File: src/rtl/arbiter_sync_rr_if.sv
`default_nettype none
// ============================================================================
//  Module   : arbiter_sync_rr_if
//  Purpose  : Bundle of the requester-side and memory-side handshake signals
//             of the round-robin SDRAM arbiter.
//  Modports : slave  - arbiter view (requests/memory responses in,
//                      acks/read data/memory requests out)
//             master - environment view (requesters + memory controller)
//  Signals  : req/wr/addr/data   per-requester request bus (N slices)
//             ack/valid/rdata    per-requester accept / read return
//             mem_*              single port towards the SDRAM controller
//  Revision : 1.0 - initial release
// ============================================================================
interface arbiter_sync_rr_if #(
  parameter int AN  = 24,
  parameter int DN  = 16,
  parameter int N   = 4,
  parameter int IDN = 2
);
  // requester side
  logic [N-1:0]    req;
  logic [N-1:0]    wr;
  logic [N*AN-1:0] addr;
  logic [N*DN-1:0] data;
  logic [N-1:0]    ack;
  logic [N-1:0]    valid;
  logic [DN-1:0]   rdata;

  // memory controller side
  logic            mem_req;
  logic            mem_wr;
  logic [AN-1:0]   mem_addr;
  logic [DN-1:0]   mem_data;
  logic [IDN-1:0]  mem_id;
  logic            mem_ack;
  logic            mem_valid;
  logic [DN-1:0]   mem_rdata;
  logic [IDN-1:0]  mem_rid;

  modport slave (
    input  req, wr, addr, data, mem_ack, mem_valid, mem_rdata, mem_rid,
    output ack, valid, rdata, mem_req, mem_wr, mem_addr, mem_data, mem_id
  );

  modport master (
    output req, wr, addr, data, mem_ack, mem_valid, mem_rdata, mem_rid,
    input  ack, valid, rdata, mem_req, mem_wr, mem_addr, mem_data, mem_id
  );
endinterface
`default_nettype wire

File: src/rtl/arbiter_sync_rr.sv
`default_nettype none
// ============================================================================
//  Module   : arbiter_sync_rr
//  Purpose  : Round-robin arbiter between N requesters and one SDRAM
//             controller port. A grant lasts up to BURST accepted words or
//             until the granted requester drops req. Forwarded requests are
//             tagged with the requester index; read data is routed back by
//             the returned tag through a 1-cycle registered path.
//  Ports    : clkSYS - system clock, rising edge
//             reset  - synchronous active-high reset
//             bus    - arbiter_sync_rr_if.slave (requester + memory signals)
//  Revision : 1.0 - initial release
// ============================================================================
module arbiter_sync_rr #(
  parameter int AN    = 24,
  parameter int DN    = 16,
  parameter int N     = 4,
  parameter int IDN   = 2,
  parameter int BURST = 8
) (
  input wire logic          clkSYS,
  input wire logic          reset,
  arbiter_sync_rr_if.slave  bus
);

  // Request vectors padded to the full tag range so that indexing by a
  // tag-width value never leaves the vector.
  localparam int NP = 1 << IDN;
  localparam int CW = $clog2(BURST + 1);

  typedef enum logic [0:0] {
    IDLE  = 1'b0,
    GRANT = 1'b1
  } state_t;

  state_t          state_q;
  logic [IDN-1:0]  gnt_q;
  logic [IDN-1:0]  last_q;
  logic [CW-1:0]   cnt_q;
  logic [N-1:0]    valid_q;
  logic [N-1:0]    valid_d;
  logic [DN-1:0]   rdata_q;

  logic [NP-1:0]   w_req_pad;
  logic [NP-1:0]   w_wr_pad;
  logic [NP-1:0]   w_ack_pad;
  logic            w_req_g;
  logic            w_active;
  logic            w_accept;
  logic [IDN-1:0]  w_pick;
  logic [IDN:0]    w_idx;

  assign w_req_pad = NP'(bus.req);
  assign w_wr_pad  = NP'(bus.wr);
  assign w_req_g   = w_req_pad[gnt_q];
  assign w_active  = (state_q == GRANT) && w_req_g;
  assign w_accept  = w_active && bus.mem_ack;

  // --------------------------------------------------------------------------
  // Cyclic search starting at last+1. Iterating from the farthest candidate
  // back to the nearest leaves the nearest requesting index in w_pick.
  // --------------------------------------------------------------------------
  always_comb begin
    w_pick = last_q;
    w_idx  = '0;
    for (int k = N; k >= 1; k--) begin
      w_idx = {1'b0, last_q} + (IDN+1)'(k);
      if (w_idx >= (IDN+1)'(N)) begin
        w_idx = w_idx - (IDN+1)'(N);
      end
      if (w_req_pad[w_idx[IDN-1:0]]) begin
        w_pick = w_idx[IDN-1:0];
      end
    end
  end

  // --------------------------------------------------------------------------
  // Forwarded request: combinational from the granted slice
  // --------------------------------------------------------------------------
  assign bus.mem_req  = w_active;
  assign bus.mem_wr   = w_wr_pad[gnt_q];
  assign bus.mem_addr = bus.addr[gnt_q*AN +: AN];
  assign bus.mem_data = bus.data[gnt_q*DN +: DN];
  assign bus.mem_id   = gnt_q;

  always_comb begin
    w_ack_pad = '0;
    if (w_accept) begin
      w_ack_pad[gnt_q] = 1'b1;
    end
  end

  assign bus.ack = w_ack_pad[N-1:0];

  // --------------------------------------------------------------------------
  // Grant state machine
  // --------------------------------------------------------------------------
  always_ff @(posedge clkSYS) begin
    if (reset) begin
      state_q <= IDLE;
      gnt_q   <= '0;
      last_q  <= IDN'(N - 1);
      cnt_q   <= '0;
    end else begin
      case (state_q)
        IDLE: begin
          if (|bus.req) begin
            gnt_q   <= w_pick;
            last_q  <= w_pick;
            cnt_q   <= '0;
            state_q <= GRANT;
          end
        end
        GRANT: begin
          if (!w_req_g) begin
            // requester finished early
            state_q <= IDLE;
          end else if (bus.mem_ack) begin
            if (cnt_q == CW'(BURST - 1)) begin
              cnt_q   <= CW'(BURST);
              state_q <= IDLE;
            end else begin
              cnt_q <= cnt_q + 1'b1;
            end
          end
        end
        default: state_q <= IDLE;
      endcase
    end
  end

  // --------------------------------------------------------------------------
  // Read return path: independent of grant state. Tags with no matching
  // requester produce no valid strobe.
  // --------------------------------------------------------------------------
  for (genvar k = 0; k < N; k++) begin : g_valid
    assign valid_d[k] = bus.mem_valid && (bus.mem_rid == IDN'(k));
  end

  always_ff @(posedge clkSYS) begin
    if (reset) begin
      valid_q <= '0;
      rdata_q <= '0;
    end else begin
      valid_q <= valid_d;
      if (bus.mem_valid) begin
        rdata_q <= bus.mem_rdata;
      end
    end
  end

  assign bus.valid = valid_q;
  assign bus.rdata = rdata_q;

endmodule
`default_nettype wire

File: src/flat_wrapper.sv
// flat-port wrapper written by rule: the top's interface ports become plain ports
module arbiter_sync_rr_flat 
#(
  parameter int AN    = 24,
  parameter int DN    = 16,
  parameter int N     = 4,
  parameter int IDN   = 2,
  parameter int BURST = 8
)
  (clkSYS, reset, bus_req, bus_wr, bus_addr, bus_data, bus_mem_ack, bus_mem_valid, bus_mem_rdata, bus_mem_rid, bus_ack, bus_valid, bus_rdata, bus_mem_req, bus_mem_wr, bus_mem_addr, bus_mem_data, bus_mem_id);
  arbiter_sync_rr_if #(.AN(AN), .DN(DN), .N(N), .IDN(IDN)) bus_i ();
  input wire logic clkSYS;
  input wire logic reset;
  input wire logic [$bits(bus_i.req)-1:0] bus_req;
  input wire logic [$bits(bus_i.wr)-1:0] bus_wr;
  input wire logic [$bits(bus_i.addr)-1:0] bus_addr;
  input wire logic [$bits(bus_i.data)-1:0] bus_data;
  input wire logic [$bits(bus_i.mem_ack)-1:0] bus_mem_ack;
  input wire logic [$bits(bus_i.mem_valid)-1:0] bus_mem_valid;
  input wire logic [$bits(bus_i.mem_rdata)-1:0] bus_mem_rdata;
  input wire logic [$bits(bus_i.mem_rid)-1:0] bus_mem_rid;
  output wire logic [$bits(bus_i.ack)-1:0] bus_ack;
  output wire logic [$bits(bus_i.valid)-1:0] bus_valid;
  output wire logic [$bits(bus_i.rdata)-1:0] bus_rdata;
  output wire logic [$bits(bus_i.mem_req)-1:0] bus_mem_req;
  output wire logic [$bits(bus_i.mem_wr)-1:0] bus_mem_wr;
  output wire logic [$bits(bus_i.mem_addr)-1:0] bus_mem_addr;
  output wire logic [$bits(bus_i.mem_data)-1:0] bus_mem_data;
  output wire logic [$bits(bus_i.mem_id)-1:0] bus_mem_id;
  assign bus_i.req = bus_req;
  assign bus_i.wr = bus_wr;
  assign bus_i.addr = bus_addr;
  assign bus_i.data = bus_data;
  assign bus_i.mem_ack = bus_mem_ack;
  assign bus_i.mem_valid = bus_mem_valid;
  assign bus_i.mem_rdata = bus_mem_rdata;
  assign bus_i.mem_rid = bus_mem_rid;
  assign bus_ack = bus_i.ack;
  assign bus_valid = bus_i.valid;
  assign bus_rdata = bus_i.rdata;
  assign bus_mem_req = bus_i.mem_req;
  assign bus_mem_wr = bus_i.mem_wr;
  assign bus_mem_addr = bus_i.mem_addr;
  assign bus_mem_data = bus_i.mem_data;
  assign bus_mem_id = bus_i.mem_id;
  arbiter_sync_rr #(.AN(AN), .DN(DN), .N(N), .IDN(IDN), .BURST(BURST)) u_core (.clkSYS(clkSYS), .reset(reset), .bus(bus_i));
endmodule
File: config.mk
export PLATFORM = sky130hd
export DESIGN_NAME = arbiter_sync_rr_flat
export DESIGN_NICKNAME = d
export VERILOG_FILES = /design/src/rtl/arbiter_sync_rr_if.sv /design/src/rtl/arbiter_sync_rr.sv /design/src/flat_wrapper.sv
export SDC_FILE = /design/constraint.sdc
export NUM_CORES = 1
export LEC_CHECK = 0
export ABC_CLOCK_PERIOD_IN_PS = 2050
export BUFFER_PORTS_ARGS = -buffer_cell sky130_fd_sc_hd__buf_4
export CORE_AREA = 2 2 101 103
export CTS_CLUSTER_DIAMETER = 120
export DETAILED_ROUTE_END_ITERATION = 7
export DIE_AREA = 0 0 103 105
export PLACE_DENSITY_LB_ADDON = 0.08
export SKIP_LAST_GASP = 1
export SLEW_MARGIN = 15
export SYNTH_ARGS = -nofsm -noshare
export SYNTH_HDL_FRONTEND = slang
export SYNTH_SLANG_ARGS = --single-unit
File: constraint.sdc
create_clock -name clkSYS -period 2.05 [get_ports clkSYS]
set_input_delay 0.1025 -clock clkSYS [delete_from_list [all_inputs] [get_ports clkSYS]]
set_output_delay 0.1025 -clock clkSYS [all_outputs]
set_load 0.02 [all_outputs]
==> results_dict.tcl <==
set metrics [dict create \
    outcome "finished clean" \
    post-place-ws_ps 363 \
    first_global_vias 2889 \
    critPathRequiredTime_ps 1950 \
    worst_slack_ps 244 \
    fmaxAchievable_mhz 554 \
    insertion_delay_ps 270 \
    finalCritPeriodShare_pct 88.1 \
    path_depth 3 \
    grt_overflow 0 \
    grt_usage_pct 19.5 \
    fp.dieH_um 105 \
    drt_iter0_drc 196 \
    vias_per_cell 4.78 \
    nNetsFinal 633 \
    synth_nets 382 \
    max_stage_delay_ps 520 \
    clkTransAtPathRegs_ps 60 \
    power.density_nw_per_um2 546 \
    die_x_um 103 \
    comb_power_share_pct 54.2 \
    post-dp-hpwl_um 9340 \
    h-tree-depth 2 \
    clk_path_buf_depth 2 \
    grt_max_degree 31 \
    leakagePower_nw 2.06 \
    cts_buffers 5 \
    cp_common_cell "buf_4" \
    critPathCaptureType "output pin" \
    layout_commonest_cell "buf_4" \
    path_cells "buf_4 -> mux4_2 -> buf_4" \
    startpoint_type "register" \
    critPathMaxFanout 13 \
    ys_warn_count 0 \
    hold_violations 0 \
    rsz0062_at_grt "no" \
    fin_crit_ps 1810 \
    synth_edf_count 0 \
    drtAntennaViolNets 0 \
    route.detailed.drc 0 \
    crit_family "multiplexers" \
    syn2layout_area_growth_pct 93.5 \
    clock_skew_ps 0.316 \
    start_util_pct 23.9 \
    netSwitchingFraction_pct 34.1 \
    cp_slowest_cell "mux4_2" \
    slew_headroom_pct 74.5 \
    power.total_mw 2.44 \
    ys_types 39 \
    root_buffer "clkbuf_8" \
    worst-setup-path-type "register to output pin" \
    placement.io_buffers 257 \
    synth_ff_type "dfxtp_1" \
    firstDrtPassIters 4 \
    vias 2751 \
    hp-class "input pin to register" \
    drt-total-wl_um 11100 \
    ir_drop_uv 304 \
    cp_data_arrival_time_ps 1700 \
    setup_viol 0 \
    wire_per_inst_um 19.3 \
    ys_seq_area_share_pct 25.2 \
    crit_buf_inv 2 \
    layout-drive-gt1-share_pct 71.5 \
    num_rows 36 \
    yosysTopAreaCellShare_pct 40.0 \
    syn_area_per_cell_um2 12.1 \
    clock_sinks 29 \
    p_int_mw 1.61 \
    grt_pass1_wl_um 16200 \
    max_cap_viol_count 0 \
    clkPwrFrac_pct 19.3 \
    holdBufCountCts 0 \
    syn_area_um2 2310 \
    slew_violations 0 \
    min_path_cells 2 \
    synth.ff_latch_count 29 \
    tritoncts "built" \
    p_sw_mw 0.831 \
    r2r_cells 4 \
    gp_congestion 1.01 \
    async_flop_share_pct 0 \
    yosysTopAreaCell "mux4_2" \
    p_seq_share_pct 26.5 \
    most-common-layout-cells "buf_4 (260), mux4_2 (41), dfxtp_1 (27)" \
    fin_setup_tns_ps 0 \
    io_pins 258 \
    yosys-top-cells-area "mux4_2 (40%), dfxtp_1 (25%), mux2i_1 (7.8%), nor2_1 (3.4%), buf_2 (2.8%)" \
    die-area_um2 10800 \
    grt_antenna_before_repair 0 \
    synthCells 191 \
    antenna_cells 0 \
    worst_pin_slew_ps 373 \
    core-area_um2 9640 \
]
==> power by group through the flow <==
| stage | Clock, mW | Combinational [mW] | Sequential, mW |
|---|---|---|---|
| 2_1_floorplan | 0 | 0.677 | 0.660 |
| 3_3_place_gp | 0 | 1.32 | 0.658 |
| 3_5_place_dp | 0 | 1.33 | 0.660 |
| 4_1_cts | 0.488 | 1.33 | 0.649 |
| 5_1_grt | 0.519 | 1.40 | 0.655 |
| 6_report | 0.470 | 1.32 | 0.647 |
==> synthesized netlist by cell type (2+ instances only) <==
cell / number
mux4_2: 41
dfxtp_1: 29
nor2_1: 21
mux2i_1: 18
buf_2: 13
a21oi_1: 8
nand2_1: 5
clkbuf_1: 4
inv_1: 4
nor3_1: 4
nand2b_1: 3
nand3_1: 3
nor2b_1: 3
nor3b_1: 3
a2111oi_0: 2
a31oi_1: 2
nor4bb_1: 2
o2111ai_1: 2
o21ai_0: 2
o41ai_1: 2
or3_1: 2
==> cell families (layout without fill, tap and decap cells) <==
kind of cell	Yosys count	in the layout	share of synthesized area [%]
and+or+nand+nor	56	56	13.7
AOI/OAI and AO/OA	23	23	7.00
adders and majority gates	1	1	0.542
DFF	29	29	25.2
muxes	60	60	49.0
buffers and inverters	22	273	4.61
==> worst paths after layout <==
kind	startpoint	to	slack [ps]
worst min register to register	u_core.bus.rdata[6]	u_core.bus.rdata[6]	500
worst max-delay path	u_core.bus.mem_id[0]	bus_mem_addr[2]	240
worst max register to register	u_core.bus.mem_id[1]	u_core.cnt_q[1]	500
worst min-delay path	bus_mem_rid[1]	u_core.bus.valid[1]	20
==> registers in the layout, summed over array words and instances (netlist names) <==
| name | count |
|---|---|
| u_core.cnt_q | 4 |
| u_core.last_q | 2 |
| u_core.state_q | 1 |
| u_core.bus.valid | 4 |
| u_core.bus.mem_id | 2 |
| u_core.bus.rdata | 16 |
==> through the flow <==
stage	cell area, um2	utilization (%)	std cells	hold WS, ps
6_report	4470	46.3	575	15.7
4_1_cts	4460	46.3	575	3.34
5_1_grt	4470	46.3	575	15.7
2_1_floorplan	2310	-	191	178
3_3_place_gp	4380	45.4	568	293
3_5_place_dp	4380	45.4	568	297
==> per-layer routing <==
layer	global-route usage [%]	vias to the layer above	share of wire [%]
met4	4.89	0	1.9
met1	24.6	1297	39
met2	31.8	158	48
li1	-	1279	-
met3	6.35	17	11
met5	0	-	0
==> final cells by class <==
cell class,count,area [um2]
clock buffers,7,86.3
fillers,942,5170
inverters,4,15.0
multi-input cells,140,1620
flip-flops and latches,29,586
well taps,133,166
repair buffers,262,1990
==> timing repair <==
item / 4_1_cts / 5_1_grt
buffers inserted: 0 / 0
setup endpoints to repair: 0 / 7
gates resized for setup: 0 / 1
(Power assumes the default switching activity.)
